$ cat src/rtl/dac_sample_scheduler.sv
// Paces samples from two requesters into a DAC controller at a fixed slot rate.
// Optional macro DAC_SCHED_MIX_EN averages both requesters when both are valid.
module dac_sample_scheduler #(
    parameter int SAMPLE_DIVIDER = 2268,
    parameter int START_TIMEOUT  = 255
) (
    input  logic        clock_50Mhz,
    input  logic        reset,
    input  logic        enable,
    input  logic        reqA_valid,
    input  logic [11:0] reqA_sample,
    input  logic        reqB_valid,
    input  logic [11:0] reqB_sample,
    output logic        reqA_ack,
    output logic        reqB_ack,
    output logic [11:0] dac_inputSample,
    output logic        dac_sendSample_n,
    input  logic        dac_isBusy,
    input  logic        dac_transmitComplete,
    output logic [7:0]  underrunCount,
    output logic [7:0]  overrunCount,
    output logic        dac_fault,
    output logic [1:0]  dbg_state_o
);

    localparam int DIV_W = (SAMPLE_DIVIDER > 1) ? $clog2(SAMPLE_DIVIDER) : 1;
    localparam int TMO_W = (START_TIMEOUT > 1) ? $clog2(START_TIMEOUT + 1) : 1;

    typedef enum logic [1:0] {
        IDLE      = 2'd0,
        LOAD      = 2'd1,
        START     = 2'd2,
        WAIT_DONE = 2'd3
    } state_t;

    state_t             state_q, state_d;
    logic [DIV_W-1:0]   div_q, div_d;
    logic [TMO_W-1:0]   tmo_q, tmo_d;
    logic [11:0]        sample_q, sample_d;
    logic               rr_q, rr_d;
    logic               fault_q, fault_d;
    logic [7:0]         under_q, under_d;
    logic [7:0]         over_q, over_d;
    logic               busy_m_q, busy_s_q;
    logic               tc_m_q, tc_s_q, tc_p_q;
    logic               tick;
    logic               tc_rise;

`ifdef DAC_SCHED_MIX_EN
    logic [12:0]        mix_sum;
    assign mix_sum = {1'b0, reqA_sample} + {1'b0, reqB_sample};
`endif

    assign tick    = enable && (div_q == DIV_W'(SAMPLE_DIVIDER - 1));
    assign tc_rise = tc_s_q && !tc_p_q;

    always_comb begin
        state_d  = state_q;
        tmo_d    = tmo_q;
        sample_d = sample_q;
        rr_d     = rr_q;
        fault_d  = fault_q;
        under_d  = under_q;
        over_d   = over_q;
        reqA_ack = 1'b0;
        reqB_ack = 1'b0;

        if (!enable)
            div_d = '0;
        else if (tick)
            div_d = '0;
        else
            div_d = div_q + DIV_W'(1);

        // A slot can only be taken from IDLE; any other state drops it.
        if (tick && (state_q != IDLE) && (over_q != 8'hFF))
            over_d = over_q + 8'd1;

        case (state_q)
            IDLE: begin
                if (tick)
                    state_d = LOAD;
            end
            LOAD: begin
                state_d = START;
                tmo_d   = '0;
                if (reqA_valid && reqB_valid) begin
`ifdef DAC_SCHED_MIX_EN
                    reqA_ack = 1'b1;
                    reqB_ack = 1'b1;
                    sample_d = mix_sum[12:1];
`else
                    if (!rr_q) begin
                        reqA_ack = 1'b1;
                        sample_d = reqA_sample;
                    end else begin
                        reqB_ack = 1'b1;
                        sample_d = reqB_sample;
                    end
                    rr_d = !rr_q;
`endif
                end else if (reqA_valid) begin
                    reqA_ack = 1'b1;
                    sample_d = reqA_sample;
                end else if (reqB_valid) begin
                    reqB_ack = 1'b1;
                    sample_d = reqB_sample;
                end else if (under_q != 8'hFF) begin
                    // Underrun: sample_q is left alone so the last value is resent.
                    under_d = under_q + 8'd1;
                end
            end
            START: begin
                if (busy_s_q) begin
                    state_d = WAIT_DONE;
                end else if (tmo_q == TMO_W'(START_TIMEOUT - 1)) begin
                    fault_d = 1'b1;
                    state_d = IDLE;
                end else begin
                    tmo_d = tmo_q + TMO_W'(1);
                end
            end
            WAIT_DONE: begin
                if (tc_rise || !busy_s_q)
                    state_d = IDLE;
            end
            default: state_d = IDLE;
        endcase
    end

    always_ff @(posedge clock_50Mhz) begin
        if (reset) begin
            state_q  <= IDLE;
            div_q    <= '0;
            tmo_q    <= '0;
            sample_q <= 12'h800;
            rr_q     <= 1'b0;
            fault_q  <= 1'b0;
            under_q  <= 8'd0;
            over_q   <= 8'd0;
            busy_m_q <= 1'b0;
            busy_s_q <= 1'b0;
            tc_m_q   <= 1'b0;
            tc_s_q   <= 1'b0;
            tc_p_q   <= 1'b0;
        end else begin
            state_q  <= state_d;
            div_q    <= div_d;
            tmo_q    <= tmo_d;
            sample_q <= sample_d;
            rr_q     <= rr_d;
            fault_q  <= fault_d;
            under_q  <= under_d;
            over_q   <= over_d;
            busy_m_q <= dac_isBusy;
            busy_s_q <= busy_m_q;
            tc_m_q   <= dac_transmitComplete;
            tc_s_q   <= tc_m_q;
            tc_p_q   <= tc_s_q;
        end
    end

    // Send request decoded from registered state so reset releases it on the next edge.
    assign dac_sendSample_n = (state_q != START);
    assign dac_inputSample  = sample_q;
    assign underrunCount    = under_q;
    assign overrunCount     = over_q;
    assign dac_fault        = fault_q;
    assign dbg_state_o      = state_q;

endmodule

$ cat config.mk
export PLATFORM = sky130hd
export DESIGN_NAME = dac_sample_scheduler
export DESIGN_NICKNAME = d
export VERILOG_FILES = /design/src/rtl/dac_sample_scheduler.sv
export SDC_FILE = /design/constraint.sdc
export NUM_CORES = 1
export LEC_CHECK = 0
export BUFFER_PORTS_ARGS = -buffer_cell sky130_fd_sc_hd__buf_2
export CAP_MARGIN = 20
export CORE_ASPECT_RATIO = 1.5
export CORE_MARGIN = 3
export CORE_UTILIZATION = 30
export CTS_BUF_LIST = sky130_fd_sc_hd__clkbuf_16
export DETAILED_ROUTE_END_ITERATION = 8
export GPL_TIMING_DRIVEN = 0
export HOLD_SLACK_MARGIN = 0.06
export PLACE_DENSITY = 0.59
export SYNTH_ARGS = -nofsm -noshare
export SYNTH_HDL_FRONTEND = slang
export SYNTH_SLANG_ARGS = --single-unit
export TNS_END_PERCENT = 50
$ cat constraint.sdc
create_clock -name clock_50Mhz -period 2.6 [get_ports clock_50Mhz]
set_input_delay 0.52 -clock clock_50Mhz [delete_from_list [all_inputs] [get_ports clock_50Mhz]]
set_output_delay 0.52 -clock clock_50Mhz [all_outputs]
set_load 0.005 [all_outputs]
==> results of run 1 <==
## flip-flops by register name, summed over array words and instances, names as in the netlist, 2 cells and up
name and flops:
div_q 12, dac_inputSample 12, overrunCount 8, dbg_state_o 2, tmo_q 8, underrunCount 8
## placed cells by master, fill, tap and decap left out, drive strengths merged, types with 2 or more instances in the layout
cell / synthesis / routed
nand2b: 7 / 7
or4: 5 / 5
a21oi: 15 / 15
clkinv: 0 / 3
ha: 5 / 5
and3: 3 / 3
mux2i: 14 / 14
dfxtp: 57 / 57
o211ai: 4 / 4
or3: 4 / 4
a211oi: 12 / 12
o2111ai: 2 / 2
o31ai: 4 / 4
nand3: 11 / 11
and2: 5 / 5
nor4b: 3 / 3
nor2: 44 / 44
nor3: 6 / 6
xor2: 9 / 9
mux2: 2 / 2
xnor2: 8 / 8
nor2b: 6 / 6
buf: 4 / 68
nand2: 12 / 12
inv: 6 / 8
o21ai: 11 / 11
nand4: 9 / 9
and4: 2 / 2
clkbuf: 6 / 15
## area by class of cell
type / instances / area (um2) / area share (%)
buffer: 11 / 71.3 / 2.10
clock buffer: 9 / 225 / 6.64
multi-input combinational: 216 / 1450 / 42.7
tap: 107 / 134 / 3.95
inverter: 6 / 22.5 / 0.664
timing repair buffer: 64 / 320 / 9.45
clock inverter: 6 / 28.8 / 0.849
sequential: 57 / 1140 / 33.7
## Yosys cell counts (all sizes together) (2+ instances only)
library cell	instances
a211oi	12
a21oi	15
and2	5
and3	3
and4	2
buf	4
clkbuf	6
dfxtp	57
ha	5
inv	6
mux2	2
mux2i	14
nand2	12
nand2b	7
nand3	11
nand4	9
nor2	44
nor2b	6
nor3	6
nor4b	3
o2111ai	2
o211ai	4
o21ai	11
o31ai	4
or3	4
or4	5
xnor2	8
xor2	9
## power groups by stage
stage	logic [mW]	clock network [mW]	registers (mW)
floorplan	0.0382	0	0.899
global placement	0.0741	0	0.900
detailed placement	0.0754	0	0.900
CTS	0.0754	1.04	0.882
global route	0.0838	1.07	0.882
finish	0.0738	1.00	0.882
## worst register-to-register path, cell delays in order (launching register included)
cell and delay (ns):
sky130_fd_sc_hd__dfxtp_1 0.33, sky130_fd_sc_hd__ha_1 0.26, sky130_fd_sc_hd__nor4bb_4 0.19, sky130_fd_sc_hd__and4_1 0.21
sky130_fd_sc_hd__buf_2 0.16, sky130_fd_sc_hd__or3b_1 0.39, sky130_fd_sc_hd__buf_2 0.21, sky130_fd_sc_hd__nor2_1 0.12
## routing by layer
layer  up-vias  part of all wire [%]  GRT usage (%)
li1       1202                     -              -
met1      1124                    41           13.7
met2        51                    52           23.3
met3        10                   4.7           3.18
met4         0                   2.3           8.18
met5         -                     0              0
## cell families (layout without fill, tap and decap cells)
kind of cell | count (synthesis) | in the layout
xor+xnor | 17 | 17
fa+ha+maj | 5 | 5
buf+inv | 17 | 96
simple gates | 124 | 124
flops | 57 | 57
mux | 16 | 16
compound gates | 54 | 54
## path summary, 6_finish.rpt
| path | endpoint | slack [ns] | start | cells after the start |
|---|---|---|---|---|
| min | tc_m_q | 0.41 | dac_transmitComplete | 2 |
| max | reqA_ack | 0.45 | reqA_valid | 5 |
| max reg2reg | div_q[8] | 0.68 | div_q[0] | 7 |
| min reg2reg | tc_s_q | 0.44 | tc_m_q | 1 |
==> flow_metrics.env, run 1 <==
export IMPL_clk_insertion_delay_late_ns=0.32
export IMPL_number_of_endpoints_failing_setup_at_the_final_stage=0
export IMPL_final_area_um2=3390
export IMPL_share_clk_of_total_power_pct=51.2
export IMPL_synth_fa_ha_area_share_pct=2.33
export IMPL_antenna_left=0
export IMPL_routed_wirelength_mm=6.13
export IMPL_cts_root_buffer="sky130_fd_sc_hd__clkbuf_16"
export IMPL_compound_gate_portion_of_the_synthesized_area_pct=13.4
export IMPL_worst_setup_path_end_kind="output port"
export IMPL_postCtsResizedCells=0
export IMPL_detailroute_via_count=2387
export IMPL_synth_xor_xnor_area_share_pct=5.55
export IMPL_htree_num_levels=3
export IMPL_remaining_drc_errors=0
export IMPL_synthesis_instances=290
export IMPL_critical_path_top_delay_family="buffers and inverters"
export IMPL_fp_row_count=41
export IMPL_yosysWarnings=0
export IMPL_synth_simple_gate_area_share_pct=26.6
export IMPL_synth_flop_cell="sky130_fd_sc_hd__dfxtp_1"
export IMPL_postLayoutCoreUtil_pct=39.6
export IMPL_syn_to_final_growth_pct=26.4
export IMPL_instances_no_fill=476
export IMPL_timing_hold_worst_class="input pin to register"
export IMPL_critical_path_cell_chain="buf_2, a21boi_2, buf_2, and2_1, buf_2"
export IMPL_dp_hpwl_mm=4.54
export IMPL_p_sw_mw=0.421
export IMPL_critPathMostFrequentCell="sky130_fd_sc_hd__buf_2"
export IMPL_fin_hold_ws_ns=0.412
export IMPL_combPwrFrac_pct=3.8
export IMPL_cpPeakStageDelay_ns=0.35
export IMPL_syn_nets=326
export IMPL_post_drt_wl_per_cell_um=12.9
export IMPL_postSynthAreaPerCell_um2=9.25
export IMPL_post_cts_hold_buffer_count=0
export IMPL_static_leakage_nw=1.37
export IMPL_final_hold_violating_endpoints=0
export IMPL_place_worst_setup_slack_ns=0.452
export IMPL_globalRouteOverflowTotal=0
export IMPL_tightestPinTransition_ns=0.520
export IMPL_max_slew_headroom_pct=65.3
export IMPL_post_route_clock_period_utilization_pct=82.7
export IMPL_powerDensity_nw_per_um2=578
export IMPL_synth_largest_area_cell="sky130_fd_sc_hd__dfxtp_1"
export IMPL_layout_setup_ws_ns=0.450
export IMPL_maxClockFrequency_ghz=0.465
export IMPL_final_setup_tns_ns=0
export IMPL_status="finished, final reports clean"
export IMPL_boundaryPins=65
export IMPL_cap_violations=0
export IMPL_power_mw=1.96
export IMPL_clock_skews_ns=0.00784
export IMPL_dp_cells=461
export IMPL_clock_sink_count=57
export IMPL_n_fill_cell=860
export IMPL_critPathLaunchType="input pin"
export IMPL_cts_clock_pin_slew_for_the_worst_setup_and_hold_paths_ns=0.05
export IMPL_synth_seq_cells=57
export IMPL_tritoncts="yes"
export IMPL_gr_usage_all_layers_pct=13.1
export IMPL_core_area_um2=8570
export IMPL_grt_pass1_wl_mm=10.7
export IMPL_required_time_of_the_critical_path_ns=2.08
export IMPL_swShare_pct=21.5
export IMPL_mappedNetlistArea_um2=2680
export IMPL_postPlaceCellArea_um2=3140
export IMPL_antenna_found_initial=0
export IMPL_post_cts_setup_buffers=0
export IMPL_synth_largest_type_area_fraction_pct=42.6
export IMPL_synth_seq_area_share_pct=42.6
export IMPL_die_area_um2=10100
export IMPL_power_ir_vdd_worst_uv=311
export IMPL_post_route_min_period_ns=2.15
export IMPL_post_drt_via_cell_ratio=5.01
export IMPL_finalMaxSlewViolations=0
export IMPL_starting_density_of_the_core_pct=31.3
export IMPL_critical_path_max_fanout=10
export IMPL_pwr_share_seq_pct=45.0
export IMPL_postSynth_asyncResetShare_pct=0
export IMPL_post_synth_main_area_contributors="sky130_fd_sc_hd__dfxtp_1 43%, sky130_fd_sc_hd__nor2_1 6.2%, sky130_fd_sc_hd__mux2i_1 5.2%, sky130_fd_sc_hd__a211oi_1 3.4%, sky130_fd_sc_hd__xor2_1 2.9%"
export IMPL_first_global_vias=2406
export IMPL_worstSetupPathType="input pin to output port"
export IMPL_clockBufferDepth=2
export IMPL_synthDistinctLibCells=50
export IMPL_die_height_um=122
export IMPL_number_of_antenna_repair_diodes=0
export IMPL_port_buffers=64
export IMPL_worst_path_max_delay_cell="sky130_fd_sc_hd__buf_2"
export IMPL_internal_power_mw=1.54
export IMPL_synth_area_mux_share_pct=6.07
export IMPL_critical_path_n_buffers_inverters=3
export IMPL_detail_route_iter0_violations=85
export IMPL_fin_nets=401
export IMPL_drtPass1Iterations=4
export IMPL_count_of_flip_flops_with_a_built_in_enable_after_synthesis=0
export IMPL_gpl_final_weighted_congestion=0.721
export IMPL_largest_family_of_logic_cells_by_synthesized_area="simple AND/OR/NAND/NOR gates"
export IMPL_worst_endpoint_arrival_ns=1.63
export IMPL_fp_dieW_um=83.2
export IMPL_pin_count_of_the_biggest_net_entering_global_routing=11
export IMPL_numCtsBuffers=9
export IMPL_drive_gt1_share_pct=24.9
export IMPL_setup_repair_after_global_routing_missed_its_margin="no"
(Power assumes the default switching activity.)
==> inputs of run 2 (changes only) <==
--- a/config.mk
+++ b/config.mk
@@ -14,7 +14,7 @@
 export DETAILED_ROUTE_END_ITERATION = 8
 export GPL_TIMING_DRIVEN = 0
 export HOLD_SLACK_MARGIN = 0.06
-export PLACE_DENSITY = 0.59
+export PLACE_DENSITY = 0.61
 export SYNTH_ARGS = -nofsm -noshare
 export SYNTH_HDL_FRONTEND = slang
 export SYNTH_SLANG_ARGS = --single-unit
==> constraint.sdc (replaced) <==
create_clock -name clock_50Mhz -period 1.9 [get_ports clock_50Mhz]
set_input_delay 0.38 -clock clock_50Mhz [delete_from_list [all_inputs] [get_ports clock_50Mhz]]
set_output_delay 0.38 -clock clock_50Mhz [all_outputs]
set_load 0.005 [all_outputs]
==> run 2 against run 1 <==
Via count decreased by 1.3%; die area unchanged; sequential power increased by 37%; critical path depth unchanged; highest routed layer unchanged.
==> flow_metrics.env, run 2 (synthesized netlist as in run 1, its figures left out) <==
export IMPL_instances_no_fill=476
export IMPL_clock_skews_ns=0.00538
export IMPL_max_slew_headroom_pct=68.7
export IMPL_power_ir_vdd_worst_uv=445
export IMPL_post_route_clock_period_utilization_pct=94.8
export IMPL_setup_repair_after_global_routing_missed_its_margin="yes"
export IMPL_powerDensity_nw_per_um2=770
export IMPL_tritoncts="yes"
export IMPL_htree_num_levels=3
export IMPL_core_area_um2=8570
export IMPL_fin_nets=402
export IMPL_final_hold_violating_endpoints=0
export IMPL_remaining_drc_errors=0
export IMPL_routed_wirelength_mm=6.13
export IMPL_post_route_min_period_ns=1.80
export IMPL_die_area_um2=10100
export IMPL_starting_density_of_the_core_pct=31.3
export IMPL_detail_route_iter0_violations=48
export IMPL_syn_to_final_growth_pct=28.0
export IMPL_gpl_final_weighted_congestion=0.775
export IMPL_mostFrequentLayoutCells="65 x sky130_fd_sc_hd__buf_2, 55 x sky130_fd_sc_hd__dfxtp_1, 44 x sky130_fd_sc_hd__nor2_1"
export IMPL_antenna_left=0
export IMPL_post_drt_via_cell_ratio=4.95
export IMPL_timing_hold_worst_class="input pin to register"
export IMPL_critical_path_max_fanout=9
export IMPL_fp_dieW_um=83.2
export IMPL_detailroute_via_count=2356
export IMPL_antenna_found_initial=0
export IMPL_worstSetupPathType="register to output port"
export IMPL_tightestPinTransition_ns=0.469
export IMPL_grt_pass1_wl_mm=10.7
export IMPL_layout_cells_most_common="sky130_fd_sc_hd__buf_2"
export IMPL_cap_violations=0
export IMPL_fp_row_count=41
export IMPL_globalRouteOverflowTotal=0
export IMPL_worst_endpoint_arrival_ns=1.42
export IMPL_drive_gt1_share_pct=27.1
export IMPL_drtPass1Iterations=4
export IMPL_post_drt_wl_per_cell_um=12.9
export IMPL_cpPeakStageDelay_ns=0.31
export IMPL_critical_path_top_delay_family="simple AND/OR/NAND/NOR gates"
export IMPL_finalMaxSlewViolations=0
export IMPL_dp_cells=461
export IMPL_n_fill_cell=865
export IMPL_critical_path_cell_chain="buf_6, and2b_4, nand2_1, a21oi_2, buf_2"
export IMPL_clockBufferDepth=2
export IMPL_worst_setup_path_end_kind="output port"
export IMPL_gr_usage_all_layers_pct=13.2
export IMPL_boundaryPins=65
export IMPL_die_height_um=122
export IMPL_critPathLaunchType="register"
export IMPL_pin_count_of_the_biggest_net_entering_global_routing=11
export IMPL_power_mw=2.64
export IMPL_number_of_antenna_repair_diodes=0
export IMPL_numCtsBuffers=9
export IMPL_required_time_of_the_critical_path_ns=1.52
export IMPL_port_buffers=64
export IMPL_clk_insertion_delay_late_ns=0.32
export IMPL_critical_path_n_buffers_inverters=2
export IMPL_dp_hpwl_mm=4.60
export IMPL_static_leakage_nw=1.39
export IMPL_number_of_endpoints_failing_setup_at_the_final_stage=0
export IMPL_cts_root_buffer="sky130_fd_sc_hd__clkbuf_16"
export IMPL_status="finished, final reports clean"
export IMPL_clock_sink_count=57
export IMPL_worst_path_max_delay_cell="sky130_fd_sc_hd__dfxtp_1"
export IMPL_maxClockFrequency_ghz=0.555
export IMPL_cts_clock_pin_slew_for_the_worst_setup_and_hold_paths_ns=0.05
export IMPL_first_global_vias=2370
## run 2: cell count changes in the layout (fill, tap and decap cells not counted), moves of 2 or more
| cell | before | now |
|---|---|---|
| sky130_fd_sc_hd__dfxtp_1 | 57 | 55 |
| sky130_fd_sc_hd__dfxtp_2 | 0 | 2 |
| sky130_fd_sc_hd__clkbuf_1 | 5 | 3 |
| sky130_fd_sc_hd__buf_2 | 67 | 65 |
| sky130_fd_sc_hd__inv_1 | 8 | 10 |
| sky130_fd_sc_hd__buf_4 | 0 | 4 |
## run 2: final cells by class
type | instances | area, um2 | share of cell area (%)
inverter | 6 | 22.5 | 0.656
buffer | 10 | 73.8 | 2.15
timing repair buffer | 66 | 335 | 9.77
sequential | 57 | 1140 | 33.3
clock buffer | 9 | 225 | 6.56
tap | 107 | 134 | 3.90
multi-input combinational | 216 | 1480 | 43.1
clock inverter | 5 | 20.0 | 0.583
## run 2: final timing paths
path	start	endpoint	slack, ns	cells after the start
max	dbg_state_o[1]	reqB_ack	0.1	5
max reg2reg	overrunCount[0]	overrunCount[4]	0.1	5
min	dac_transmitComplete	tc_m_q	0.27	2
min reg2reg	busy_m_q	busy_s_q	0.43	1
## run 2: per-layer routing
layer  wire (um)  global-route usage (%)  up-vias
li1            -                       -     1192
met1        2540                    14.2     1083
met2        2990                    22.2       64
met3         341                    3.52       17
met4         263                    9.61        0
met5           0                       0        -
## run 2: per-stage QoR
| step | cell area [um2] | utilization [%] | worst slack, ns | setup TNS (ns) | hold slack, ns |
|---|---|---|---|---|---|
| after floorplan | 2680 | - | 0.153 | 0 | 0.414 |
| after global placement | 3140 | 36.6 | -0.000580 | -0.000580 | 0.418 |
| after detailed placement | 3140 | 36.6 | -0.0132 | -0.0305 | 0.429 |
| after CTS | 3390 | 39.6 | 0.0190 | 0 | 0.272 |
| after global routing | 3430 | 40.1 | -0.0105 | -0.0169 | 0.290 |
| final | 3430 | 40.1 | 0.0980 | 0 | 0.275 |
## run 2: what timing repair did
action | in CTS | in global routing
hold buffers | 0 | 0
setup buffers | 0 | 2
pin swaps | 0 | 1
endpoints found under the setup margin | 12 | 19
gates resized for setup | 5 | 9
## run 2: power by group
group | leakage, nW | internal, mW | total, mW | switching (mW)
logic | 0.789 | 0.0521 | 0.104 | 0.0520
clock network | 0.136 | 0.840 | 1.33 | 0.490
registers | 0.461 | 1.21 | 1.21 | 0.00442
total | 1.39 | 2.10 | 2.64 | 0.547
